===== src/rtl/aes_128_in_packer.sv =====
// aes_128_in_packer: packs 32-bit words into 128-bit key/data blocks and queues them for the AES core
//   clk, rst_n         clock, asynchronous active-low reset
//   s_data/s_key       input word and its block type (1 = key, 0 = data); word 0 fixes the type
//   s_valid/s_ready    input handshake; s_ready drops only when the 4th word would overflow the buffer
//   s_flush            drops the partially assembled block (and any word offered with it)
//   m_data/m_key       head block of the DEPTH-entry buffer, word 0 in [127:96]
//   m_valid/m_ready    output handshake
//   level              number of stored blocks
//   mix_err            sticky: a key/data mix was seen inside one block
module aes_128_in_packer #(
  parameter int DEPTH = 2
) (
  input  logic                         clk,
  input  logic                         rst_n,
  input  logic [31:0]                  s_data,
  input  logic                         s_key,
  input  logic                         s_valid,
  output logic                         s_ready,
  input  logic                         s_flush,
  output logic [127:0]                 m_data,
  output logic                         m_key,
  output logic                         m_valid,
  input  logic                         m_ready,
  output logic [$clog2(DEPTH+1)-1:0]   level,
  output logic                         mix_err
);
  localparam int PW = $clog2(DEPTH);
  localparam int LW = $clog2(DEPTH + 1);
  localparam logic [LW-1:0] FULL = LW'(DEPTH);
  localparam logic [PW-1:0] LAST = PW'(DEPTH - 1);
  logic [1:0]    wcnt;
  logic          blk_key;
  logic [95:0]   part;
  logic [127:0]  mem_d [DEPTH];
  logic          mem_k [DEPTH];
  logic [PW-1:0] wp, rp;
  logic          acc, match, push, pop;
  assign s_ready = (wcnt != 2'd3) || (level < FULL);
  assign acc     = s_valid && s_ready && !s_flush;
  assign match   = (wcnt == 2'd0) || (s_key == blk_key);
  assign push    = acc && match && (wcnt == 2'd3);
  assign m_valid = level != '0;
  assign pop     = m_valid && m_ready;
  // head is read straight from storage; gating with m_valid yields zeros while reset is held
  assign m_data  = m_valid ? mem_d[rp] : '0;
  assign m_key   = m_valid ? mem_k[rp] : 1'b0;
  always_ff @(posedge clk or negedge rst_n) begin
    if (!rst_n) begin
      wcnt    <= '0;
      wp      <= '0;
      rp      <= '0;
      level   <= '0;
      mix_err <= 1'b0;
    end else begin
      if (s_flush || (acc && !match)) wcnt <= '0;
      else if (acc) wcnt <= wcnt + 2'd1;
      if (acc && !match) mix_err <= 1'b1;
      if (push) wp <= (wp == LAST) ? '0 : wp + 1'b1;
      if (pop) rp <= (rp == LAST) ? '0 : rp + 1'b1;
      if (push && !pop) level <= level + 1'b1;
      else if (pop && !push) level <= level - 1'b1;
    end
  end
  // words 0..2 shift into part; word 3 completes the block directly into storage
  always_ff @(posedge clk) begin
    if (acc && wcnt == 2'd0) blk_key <= s_key;
    if (acc && wcnt != 2'd3) part <= {part[63:0], s_data};
    if (push) begin
      mem_d[wp] <= {part, s_data};
      mem_k[wp] <= blk_key;
    end
  end
endmodule


===== config.mk =====
export PLATFORM = sky130hd
export DESIGN_NAME = aes_128_in_packer
export DESIGN_NICKNAME = d
export VERILOG_FILES = /design/src/rtl/aes_128_in_packer.sv
export SDC_FILE = /design/constraint.sdc
export NUM_CORES = 1
export LEC_CHECK = 0
export BUFFER_PORTS_ARGS = -buffer_cell sky130_fd_sc_hd__buf_2
export CAP_MARGIN = 20
export CORE_AREA = 4 4 158 175
export CTS_CLUSTER_DIAMETER = 120
export DETAILED_ROUTE_END_ITERATION = 6
export DIE_AREA = 0 0 162 179
export PLACE_DENSITY_LB_ADDON = 0.12
export SYNTH_ARGS = -nofsm -noshare
export SYNTH_HDL_FRONTEND = slang
export SYNTH_SLANG_ARGS = --single-unit

===== constraint.sdc =====
create_clock -name clk -period 8.7 [get_ports clk]
set_input_delay 0.87 -clock clk [delete_from_list [all_inputs] [get_ports clk]]
set_output_delay 0.87 -clock clk [all_outputs]
set_load 0.01 [all_outputs]

## After elaboration in Yosys (flattened, before gate mapping)

Memories as Yosys holds them, arrays and structs flattened.
Cells that the tools add are included.
W data, S select, Z words.

- Reduce and logical (&&, ||, !) cells: 21
- Order comparisons: 1
- Multiplexer cells: 10
- Eq/ne operators: 3
- Add/subtract/negate cells: 5

Operators with widths:

| operator | number |
|---|---|
| $mux W128 | 1 |
| $logic_and A1 B1 Y1 | 10 |
| $mux W2 | 4 |
| $reduce_bool A2 Y1 | 3 |
| $mux W1 | 5 |
| $add A2 B1 Y2 const B | 2 |
| $logic_not A1 Y1 | 4 |
| $logic_or A1 B1 Y1 | 3 |
| $add A1 B1 Y1 const B | 2 |
| $eq A2 B2 Y1 const B | 1 |
| $logic_not A2 Y1 | 1 |
| $lt A2 B2 Y1 const B | 1 |
| $ne A2 B2 Y1 const B | 1 |
| $sub A2 B1 Y2 const B | 1 |
| $eq A1 B1 Y1 | 1 |

- Register bits after elaboration: 104
- Input bits: 38
- Memories kept: 2
- Bits in writable memories: 258
- Logic and storage cells: 49
- Output and inout bits: 134

Memories:

| memory | depth | bits a word | rd ports | clocked after memory_dff | wr ports | RTL line | text |
|---|---|---|---|---|---|---|---|
| mem_d | 2 | 128 | 1 | 0 | 1 | 34 | `logic [127:0] mem_d [DEPTH];` |
| mem_k | 2 | 1 | 1 | 0 | 1 | 35 | `logic mem_k [DEPTH];` |

## Logic depth before layout (Yosys ltp)

- Word-level depth: 10
- Gate-level depth with buffers: 8
- Depth with buffers taken out: 8

## Least setup slack after synthesis

Ideal clock, no wire load.

- Path kind: input to register
- Start: in s_flush
- End: reg part[0] (enable)
- Library setup time: 0.688 ns
- Buffers on the path: 0
- Setup slack: 0.211 ns
- Arrival time: 7.801 ns
- Required time: 8.012 ns
- Stages: 1
- Cell sequence: nor3b_1

- Cells in the longest elaborated chain, start to end: 3

Ends and longest elaborated chain:

| what | RTL line | text |
|---|---|---|
| from (decl) | 19 | `input logic s_flush,` |
| $logic_not A1 Y1 | 39 | `assign acc = s_valid && s_ready && !s_flush;` |
| $logic_and A1 B1 Y1 | 39 |  |
| $logic_and A1 B1 Y1 | 67 | `if (acc && wcnt != 2'd3) part <= {part[63:0], s_data};` |
| to (signal assigned) | 67 |  |
| to (decl) | 33 | `logic [95:0] part;` |

Every way passes these cells.
A chain may end at the register's enable or synchronous reset.

## Worst setup path in the final report

- Start: reg level[1]
- End: out m_data[107]

- Cells in the longest elaborated chain, start to end: 2

Ends and longest elaborated chain:

| what | RTL line | text |
|---|---|---|
| from (decl) | 24 | `output logic [$clog2(DEPTH+1)-1:0] level,` |
| from (signal assigned) | 60 | `if (push && !pop) level <= level + 1'b1;` |
| from (signal assigned) | 61 | `else if (pop && !push) level <= level - 1'b1;` |
| $reduce_bool A2 Y1 | 42 | `assign m_valid = level != '0;` |
| $mux W128 | 45 | `assign m_data = m_valid ? mem_d[rp] : '0;` |
| to (decl) | 20 | `output logic [127:0] m_data,` |

Every way passes these cells.

==> metrics.md <==
| Metric | Value |
|---|---|
| Htree depth | `2` |
| WP data arrival | `2.81 ns` |
| PwrDens | `292.3 mW/mm^2` |
| Leakage power | `5.749 nW` |
| Seq/Total Area, Yosys | `82.86%` |
| Reg clk slew, reported paths | `0.06 ns` |
| Slew Limit Headroom | `27.74%` |
| PostCTS Resize Cnt | `0` |
| Unique masters post-synth | `25` |
| Max_cap viols | `0` |
| CTS Buffer Depth | `3` |
| Syn-to-layout area delta | `16.78%` |
| Pin count of the biggest net entering global routing | `79` |
| Die Wd | `162 um` |
| Dpl hpwl | `13890 um` |
| Cell area after layout | `0.01527 sq mm` |
| First-pass GRT wire length | `35110 um` |
| CTS root buf | `clkbuf_16` |
| Initial Util | `50.47%` |
| Setup TNS Final | `0 ns` |
| Clk_lat worst skew | `0.50 ns` |
| Worst Tran Pin Value | `1.084 ns` |
| RSZ-0062 raised after global routing | `no` |
| Initial antenna violation count | `1` |
| Post-Syn Area | `0.01308 sq mm` |
| Main synth FF type | `edfxtp_1` |
| CP Data Required Time | `7.83 ns` |
| Vias in the first global route | `6429` |
| # hold bufs at CTS | `0` |
| Layout Nets | `915` |
| CTS tree | `done` |
| Synth Area per Inst | `19.12 sq um` |
| Sink Count | `362` |
| DR iter-0 viols | `352` |
| Hold/Removal Path Class | `input pin to async pin` |
| Die height | `179 um` |
| Most frequent cells in the layout | `edfxtp_1 (355), buf_2 (171), nor2_1 (132)` |
| Final hold slack | `0.1964 ns` |
| # DRC | `0` |
| Placer Congestion | `0.7260` |
| Commonest non-fill, non-tap cell in the layout | `edfxtp_1` |
| Post-CTS setup buffers | `0` |
| Core Util, Final | `58.94%` |
| Placed Area | `0.01426 sq mm` |
| Skew final | `0.01337 ns` |
| Post-Synthesis Cells | `684` |
| Core box area | `0.02591 sq mm` |
| Final min period | `3.676 ns` |
| Final setup viols | `0` |
| Yosys reg bits | `362` |
| Total track usage | `15.59%` |
| Total CTS buffers | `36` |
| Row cnt | `62` |
| Power Total | `4.464 mW` |
| VDD IR max | `0.0002149 V` |
| Fin. Hold Viols | `0` |
| Startpoint types | `flip-flop` |
| Fin. max-slew vios | `0` |
| DR vias/cell | `4.975` |
| Via count | `6199` |
| Pre-antenna DRT Iters | `4` |
| Post-DR wirelength/cell | `18.40 um` |
| Number of flops mapped to enable cells by yosys | `355` |
| Die area | `0.02900 sq mm` |
| Synth async-reset ratio | `1.934%` |
| Routed WL | `22930 um` |
| Syn_nets | `725` |
| Share of layout cells above drive strength 1 | `26.06%` |
| Maximum clock frequency | `272.0 MHz` |
| Final period util | `42.26%` |
| N_diodes | `0` |
| Setup CP Type | `flip-flop to primary output` |
| PortBufs | `171` |
| GRT overflow | `0` |
| Number of routed nets with antenna violations | `0` |
| Result of the run | `finished clean` |
| I/O pin total | `172` |
| Synth warn | `0` |
| Crit end category | `primary output` |
| CP max FO | `78` |
==> registers in the layout, summed over array words and instances, names as in the netlist <==
signal / flops
blk_key: 1
level: 2
mem_d: 256
mem_k: 2
mix_err: 1
part: 96
rp: 1
wcnt: 2
wp: 1
==> where the power goes <==
group	switching [mW]	internal, mW	total [mW]
combinational	0.661	0.454	1.12
sequential	0.0518	1.95	2.00
clock	0.578	0.771	1.35
==> cell type report <==
type | instances | area [sq um]
fillers | 2018 | 10640
multi-input cells | 288 | 2016
inverters | 5 | 18.77
flip-flops and latches | 362 | 10840
clock buffers | 45 | 955.9
clock inverters | 13 | 57.56
well taps | 352 | 440.4
repair buffers | 181 | 943.4
==> worst max-delay path, stage by stage, from the launching register on <==
cell and delay, ns:
dfrtp_1 0.48, nor2_4 0.49, buf_12 0.26, buf_4 0.62
nor2_1 0.15, buf_2 0.19
==> per-stage QoR <==
step / worst slack (ns) / instances
floorplan: 0.2115 / 684
global placement: 4.723 / 1187
detailed placement: 4.608 / 1188
CTS: 4.904 / 1246
global route: 4.748 / 1246
finish: 5.024 / 1246
==> Yosys cell counts (2+ instances only) <==
cell type,n,area (sq um)
edfxtp_1,355,10660
o211ai_1,2,15.01
ha_1,3,37.54
buf_4,4,30.03
xor2_1,2,17.52
inv_2,2,7.510
buf_2,13,65.06
a21oi_1,2,10.01
buf_6,10,112.6
dfrtp_1,7,175.2
nor2_1,134,503.0
inv_1,3,11.26
xnor2_1,4,35.03
nand2_1,4,15.01
mux2i_1,129,1291
==> logic make-up after synthesis <==
group | after synthesis | share of synthesized area [%]
adders and majority gates | 3 | 0.2871
AOI/OAI and AO/OA | 8 | 0.4497
muxes | 129 | 9.875
buffers and inverters | 34 | 1.914
and+or+nand+nor | 142 | 4.210
xor gates and xnor gates | 6 | 0.4019
DFF | 362 | 82.86
==> layer usage <==
layer / wire length, um / global-route usage [%]
met2: 11350 / 26.50
met5: 13 / 0
met3: 1265 / 3.426
met4: 491 / 4.618
met1: 9811 / 20.43
==> path summary, 6_finish.rpt <==
kind / start / endpoint / slack [ns] / cells past startpoint
setup / recovery: level[1] / m_data[107] / 5.02 / 5
hold / removal: rst_n / wcnt[1] / 0.20 / 1
setup reg to reg: wcnt[1] / mem_d[0][89] / 5.13 / 6
hold reg to reg: part[87] / mem_d[1][119] / 0.44 / 0
max in group asynchronous: rst_n / rp / 8.32 / 1
min in group clk: part[87] / mem_d[1][119] / 0.44 / 0
Note: power is estimated with default switching activity, not from simulation.
